File: src/rtl/genius_sequence_player.sv
// genius_sequence_player
// Plays a stored Simon colour sequence on four LEDs and a buzzer. For each
// step, one LED and the matching tone stay on for ON_CYCLES cycles. All
// outputs are then blanked for GAP_CYCLES cycles.
//
// State table:
//   state  | meaning
//   IDLE   | waiting for start; outputs low, step_idx 0
//   ON     | current step's LED and tone lit
//   GAP    | everything dark between steps
//   DONE   | one-cycle done pulse, then back to IDLE
//
// Ports:
//   clk, rst_n            clock, asynchronous active-low reset
//   start, abort          play request (sampled in IDLE) / synchronous stop
//   seq_len, seq_data     number of steps and 2-bit colour codes (step i at [2i+1:2i])
//   led_green..led_yellow lamp drives (codes 00,01,10,11)
//   tone_en, tone_sel     buzzer enable and colour code of the lit step
//   busy, done            playing flag / completion pulse
//   step_idx              step currently on or in gap
module genius_sequence_player #(
    parameter int  MAX_LEN    = 32,
    parameter int  ON_CYCLES  = 25000000,
    parameter int  GAP_CYCLES = 12500000,
    localparam int LEN_W      = $clog2(MAX_LEN + 1),
    localparam int IDX_W      = (MAX_LEN > 1) ? $clog2(MAX_LEN) : 1
) (
    input  logic                 clk,
    input  logic                 rst_n,
    input  logic                 start,
    input  logic                 abort,
    input  logic [LEN_W-1:0]     seq_len,
    input  logic [2*MAX_LEN-1:0] seq_data,
    output logic                 led_green,
    output logic                 led_red,
    output logic                 led_blue,
    output logic                 led_yellow,
    output logic                 tone_en,
    output logic [1:0]           tone_sel,
    output logic                 busy,
    output logic                 done,
    output logic [IDX_W-1:0]     step_idx
);

    localparam int MAX_CYC = (ON_CYCLES > GAP_CYCLES) ? ON_CYCLES : GAP_CYCLES;
    localparam int CNT_W   = $clog2(MAX_CYC + 1);

    localparam logic [CNT_W-1:0] ON_LOAD  = CNT_W'(ON_CYCLES - 1);
    localparam logic [CNT_W-1:0] GAP_LOAD = CNT_W'(GAP_CYCLES - 1);
    localparam logic [LEN_W-1:0] LEN_MAX  = LEN_W'(MAX_LEN);

    typedef enum logic [1:0] {
        S_IDLE = 2'd0,
        S_ON   = 2'd1,
        S_GAP  = 2'd2,
        S_DONE = 2'd3
    } state_t;

    state_t               state_q, state_nxt;
    logic [LEN_W-1:0]     step_q, step_nxt;
    logic [LEN_W-1:0]     len_q, len_nxt;
    logic [CNT_W-1:0]     cnt_q, cnt_nxt;
    logic [2*MAX_LEN-1:0] seq_q, seq_nxt;
    logic [LEN_W-1:0]     len_clamped;

    logic [3:0]           leds_q, leds_d;
    logic                 tone_en_d;
    logic [1:0]           tone_sel_d;
    logic                 busy_d;
    logic                 done_d;
    logic [1:0]           code_nxt;

    assign len_clamped = (seq_len > LEN_MAX) ? LEN_MAX : seq_len;

    // State, snapshot and output registers. The outputs are decoded from the
    // next state, so each one appears in the same cycle as its state.
    always_ff @(posedge clk or negedge rst_n) begin
        if (!rst_n) begin
            state_q  <= S_IDLE;
            step_q   <= '0;
            len_q    <= '0;
            cnt_q    <= '0;
            seq_q    <= '0;
            leds_q   <= '0;
            tone_en  <= 1'b0;
            tone_sel <= 2'b00;
            busy     <= 1'b0;
            done     <= 1'b0;
        end else begin
            state_q  <= state_nxt;
            step_q   <= step_nxt;
            len_q    <= len_nxt;
            cnt_q    <= cnt_nxt;
            seq_q    <= seq_nxt;
            leds_q   <= leds_d;
            tone_en  <= tone_en_d;
            tone_sel <= tone_sel_d;
            busy     <= busy_d;
            done     <= done_d;
        end
    end

    always_comb begin
        state_nxt = state_q;
        step_nxt  = step_q;
        len_nxt   = len_q;
        cnt_nxt   = cnt_q;
        seq_nxt   = seq_q;
        case (state_q)
            S_IDLE: begin
                step_nxt = '0;
                cnt_nxt  = '0;
                if (start && !abort) begin
                    seq_nxt = seq_data;
                    len_nxt = len_clamped;
                    if (len_clamped == '0) begin
                        state_nxt = S_DONE;
                    end else begin
                        state_nxt = S_ON;
                        cnt_nxt   = ON_LOAD;
                    end
                end
            end
            S_ON: begin
                if (cnt_q == '0) begin
                    state_nxt = S_GAP;
                    cnt_nxt   = GAP_LOAD;
                end else begin
                    cnt_nxt = cnt_q - 1'b1;
                end
            end
            S_GAP: begin
                if (cnt_q != '0) begin
                    cnt_nxt = cnt_q - 1'b1;
                end else if (step_q == len_q - LEN_W'(1)) begin
                    state_nxt = S_DONE;
                end else begin
                    state_nxt = S_ON;
                    step_nxt  = step_q + LEN_W'(1);
                    cnt_nxt   = ON_LOAD;
                end
            end
            S_DONE: begin
                state_nxt = S_IDLE;
                step_nxt  = '0;
                cnt_nxt   = '0;
            end
            default: begin
                state_nxt = S_IDLE;
                step_nxt  = '0;
                cnt_nxt   = '0;
            end
        endcase
        // Abort overrides everything once a play is in progress.
        if (abort && state_q != S_IDLE) begin
            state_nxt = S_IDLE;
            step_nxt  = '0;
            cnt_nxt   = '0;
        end
    end

    always_comb begin
        code_nxt = 2'b00;
        for (int i = 0; i < MAX_LEN; i++) begin
            if (step_nxt == LEN_W'(i)) code_nxt = seq_nxt[2*i +: 2];
        end
        leds_d     = 4'b0000;
        tone_en_d  = 1'b0;
        tone_sel_d = 2'b00;
        busy_d     = 1'b0;
        done_d     = 1'b0;
        case (state_nxt)
            S_ON: begin
                leds_d     = 4'b0001 << code_nxt;
                tone_en_d  = 1'b1;
                tone_sel_d = code_nxt;
                busy_d     = 1'b1;
            end
            S_GAP:   busy_d = 1'b1;
            S_DONE:  done_d = 1'b1;
            default: ;
        endcase
    end

    assign led_green  = leds_q[0];
    assign led_red    = leds_q[1];
    assign led_blue   = leds_q[2];
    assign led_yellow = leds_q[3];
    assign step_idx   = step_q[IDX_W-1:0];

endmodule

File: config.mk
export PLATFORM = sky130hd
export DESIGN_NAME = genius_sequence_player
export DESIGN_NICKNAME = d
export VERILOG_FILES = /design/src/rtl/genius_sequence_player.sv
export SDC_FILE = /design/constraint.sdc
export NUM_CORES = 1
export LEC_CHECK = 0
export BUFFER_PORTS_ARGS = -buffer_cell sky130_fd_sc_hd__buf_2
export CORE_ASPECT_RATIO = 0.75
export CORE_MARGIN = 2
export CORE_UTILIZATION = 55
export CTS_CLUSTER_SIZE = 24
export DETAILED_ROUTE_END_ITERATION = 7
export GPL_ROUTABILITY_DRIVEN = 0
export GPL_TIMING_DRIVEN = 0
export PLACE_DENSITY = 0.73
export SYNTH_ARGS = -nofsm -noshare
export SYNTH_HDL_FRONTEND = slang
export SYNTH_SLANG_ARGS = --single-unit
File: constraint.sdc
create_clock -name clk -period 8 [get_ports clk]
set_input_delay 1.2 -clock clk [delete_from_list [all_inputs] [get_ports clk]]
set_output_delay 1.2 -clock clk [all_outputs]
set_load 0.02 [all_outputs]
==> results.yml <==
power_and_ir_drop:
  leakage_nw: 3.23
  clkPwrFrac_pct: 31.9
  p_comb_share_pct: 21.0
  switchingPower_w: 0.000422
  p_seq_share_pct: 47.1
  peakVddDrop_mv: 0.114
  netSwitchingFraction_pct: 29.0
  intPower_w: 0.00103
  power_density_nw_per_um2: 195
timing:
  setup_viol: 0
  tightest_slew_ns: 1.12
  grt_setup_unrepaired: "no"
  hold_violations: 0
  fin_crit_sh_pct: 73.1
  slew_headroom_pct: 25.1
  period_minus_slack_ns: 5.85
  tns_ns: 0
  slew_viol_final: 0
  finClkSkew_ns: 0.00733
  fmax_ghz: 0.171
die:
  num_io_pins: 88
  core_sq_um: 11500
  rows: 34
  start_util_pct: 56.2
  die_height_um: 98.0
  die_area_sq_um: 12700
  die_x_um: 129
critical_path:
  cpMostUsedCell: "or4_4"
  path_class: "reg -> reg"
  critPathArrivalTime_ns: 6.12
  cp_top_family: "simple AND/OR/NAND/NOR gates"
  start_kind: "flop"
  critPathCaptureType: "flop"
  cp_max_fo: 10
  max_stage_delay_ns: 0.71
  crit_chain: "or4_4 > or4_1 > buf_2 > or4_4 > buf_6 > a2111oi_4 > mux2i_1 > inv_2 > nor3_1 > o31a_1 > a31oi_1 > o221a_1 > nor4_1 > o21ai_0 > a21oi_1"
  critPathSlowestCell: "mux2i_1"
  worstPathRequired_ns: 8.28
  cp_num_buf_inv: 3
placed_design:
  port_buffers: 87
  dp_hpwl_um: 13000
logic_synthesis:
  synth-simple-area-share_pct: 17.1
  synth_warnings: 0
  synth-edff-count: 0
  synth_compound_area_share_pct: 15.9
  synth_cell_types: 72
  syn-cell-area_sq_um: 6480
  async_flop_share_pct: 100
  synth-seq-cells: 112
  synthCells: 663
  avgSynthCellArea_sq_um: 9.77
  synth_nets: 743
  synthXorXnorAreaFrac_pct: 4.17
  synth_top_family_by_area: "simple AND/OR/NAND/NOR gates"
  synthFlopType: "dfrtp_1"
  synthMuxAreaShare_pct: 12.8
  ys_seq_area_share_pct: 43.3
  synth_adder_area_share_pct: 2.24
routing:
  drc: 0
  post_drt_wl_per_cell_um: 18.9
  drt_pass1_iterations: 5
  vias: 5660
  wl_um: 17500
  ant_nets: 0
  first_iter_violations: 691
  via_per_inst: 6.09
clocking:
  ctsRootBufferMaster: "clkbuf_16"
  h-tree-depth: 3
  clkTransAtPathRegs_ns: 0.08
  cts_buffers: 9
  cts_tree: "built"
  postCtsHoldBufs: 0
  ctsResizeCount: 0
  post_cts_buffers: 0
  clock_sinks: 112
  clockBufferDepth: 2
  insertion_delay_ns: 0.35
global_routing:
  grt_start_max_net_pins: 64
  gr-usage-all-layers_pct: 28.1
  grt_pass1_vias: 5340
  grt_overflow: 0
  grt_pass1_wl_um: 27700
  antenna_found_initial: 0
finish:
  antenna_cells: 0
  fin_util_pct: 64.7
  drive_above_1_share_pct: 26.2
  nets: 842
  syn_to_final_growth_pct: 15.1
worst_hold_path:
  min_path_type: "reg -> reg"
status:
  status: "finished clean"
job:
  max_cap_violations: 0
[final cells by class]
class	count	area [sq um]
multi-input combinational	483	3380
inverter	25	93.8
fill	907	4070
timing repair buffer	88	465
sequential	112	2800
clock buffer	10	229
clock inverter	6	77.6
tap	162	203
buffer	43	201
[flip-flops by register name, indices dropped and copies added (netlist names)]
name	count
tone_sel	2
len_q	6
busy	1
done	1
state_q	2
leds_q	4
step_q	6
tone_en	1
seq_q	64
cnt_q	25
[layout by cell type, fill, tap and decap left out, types with 5 or more instances in the layout]
master / netlist / layout
a211oi_1: 6 / 6
a21oi_1: 30 / 30
a31oi_1: 8 / 8
and3_1: 7 / 7
buf_2: 5 / 91
buf_4: 7 / 8
clkbuf_1: 28 / 29
clkbuf_16: 0 / 9
dfrtp_1: 112 / 112
ha_1: 6 / 6
inv_1: 20 / 20
maj3_1: 7 / 7
mux2_2: 60 / 60
mux2i_1: 15 / 15
nand2_1: 45 / 45
nand2b_1: 5 / 5
nand3_1: 18 / 18
nand3b_1: 9 / 9
nand4_1: 9 / 9
nor2_1: 60 / 60
nor2b_1: 5 / 5
nor3_1: 18 / 18
nor4_1: 10 / 9
o21ai_0: 37 / 37
o22ai_1: 8 / 8
or3_1: 12 / 12
or4_1: 5 / 5
xnor2_1: 19 / 19
xor2_1: 10 / 10
[cells by family after synthesis]
kind of cell / count (synthesis)
adders and majority gates: 13
muxes: 75
and+or+nand+nor: 219
AOI/OAI and AO/OA: 146
DFF: 112
xor gates and xnor gates: 30
buffers and inverters: 68
[metrics by stage]
stage	power [W]	std cells	setup WS, ns	area [sq um]	hold slack (ns)
after floorplan	0.000895	663	3.52	6480	0.463
after global placement	0.000979	912	2.42	7110	0.482
after detailed placement	0.000995	913	2.35	7140	0.486
after CTS	0.00146	929	2.33	7450	0.505
after global routing	0.00152	929	1.86	7460	0.510
final	0.00145	929	2.15	7460	0.502
[final timing paths]
| path | from | end | slack (ns) | cells past startpoint |
|---|---|---|---|---|
| setup / recovery | cnt_q[12]$_DFFE_PN0P_ | leds_q[0]$_DFF_PN0_ | 2.15 | 15 |
| hold / removal | seq_q[44]$_DFF_PN0_ | seq_q[44]$_DFF_PN0_ | 0.50 | 1 |
| setup reg to reg | cnt_q[12]$_DFFE_PN0P_ | leds_q[0]$_DFF_PN0_ | 2.15 | 15 |
| hold reg to reg | seq_q[44]$_DFF_PN0_ | seq_q[44]$_DFF_PN0_ | 0.50 | 1 |
| max in group asynchronous | rst_n | seq_q[39]$_DFF_PN0_ | 6.41 | 2 |
| min in group asynchronous | rst_n | cnt_q[17]$_DFFE_PN0P_ | 0.87 | 1 |
[cells in the mapped netlist (all sizes together) (18+ instances only)]
library cell | number | area share, %
mux2 | 60 | 10
nand3 | 19 | 1.5
o21ai | 37 | 2.9
nor2 | 60 | 3.5
dfrtp | 112 | 43
xnor2 | 19 | 2.6
clkbuf | 28 | 1.6
a21oi | 31 | 2.5
nor3 | 18 | 1.4
inv | 24 | 1.4
nand2 | 47 | 2.8
[per-layer routing]
layer | vias up | track usage, % | routed length [um]
met5 | - | 0 | 0
met2 | 299 | 39.1 | 7330
met1 | 2717 | 43.6 | 8200
li1 | 2609 | - | -
met4 | 0 | 7.36 | 294
met3 | 35 | 6.96 | 1690
[power groups by stage]
stage	sequential, W	combinational [W]	clock, W
global route	0.000693	0.000334	0.000494
finish	0.000684	0.000305	0.000464
floorplan	0.000689	0.000206	0
global placement	0.000691	0.000289	0
CTS	0.000684	0.000302	0.000469
detailed placement	0.000696	0.000300	0
Note: power is estimated with default switching activity, not from simulation.
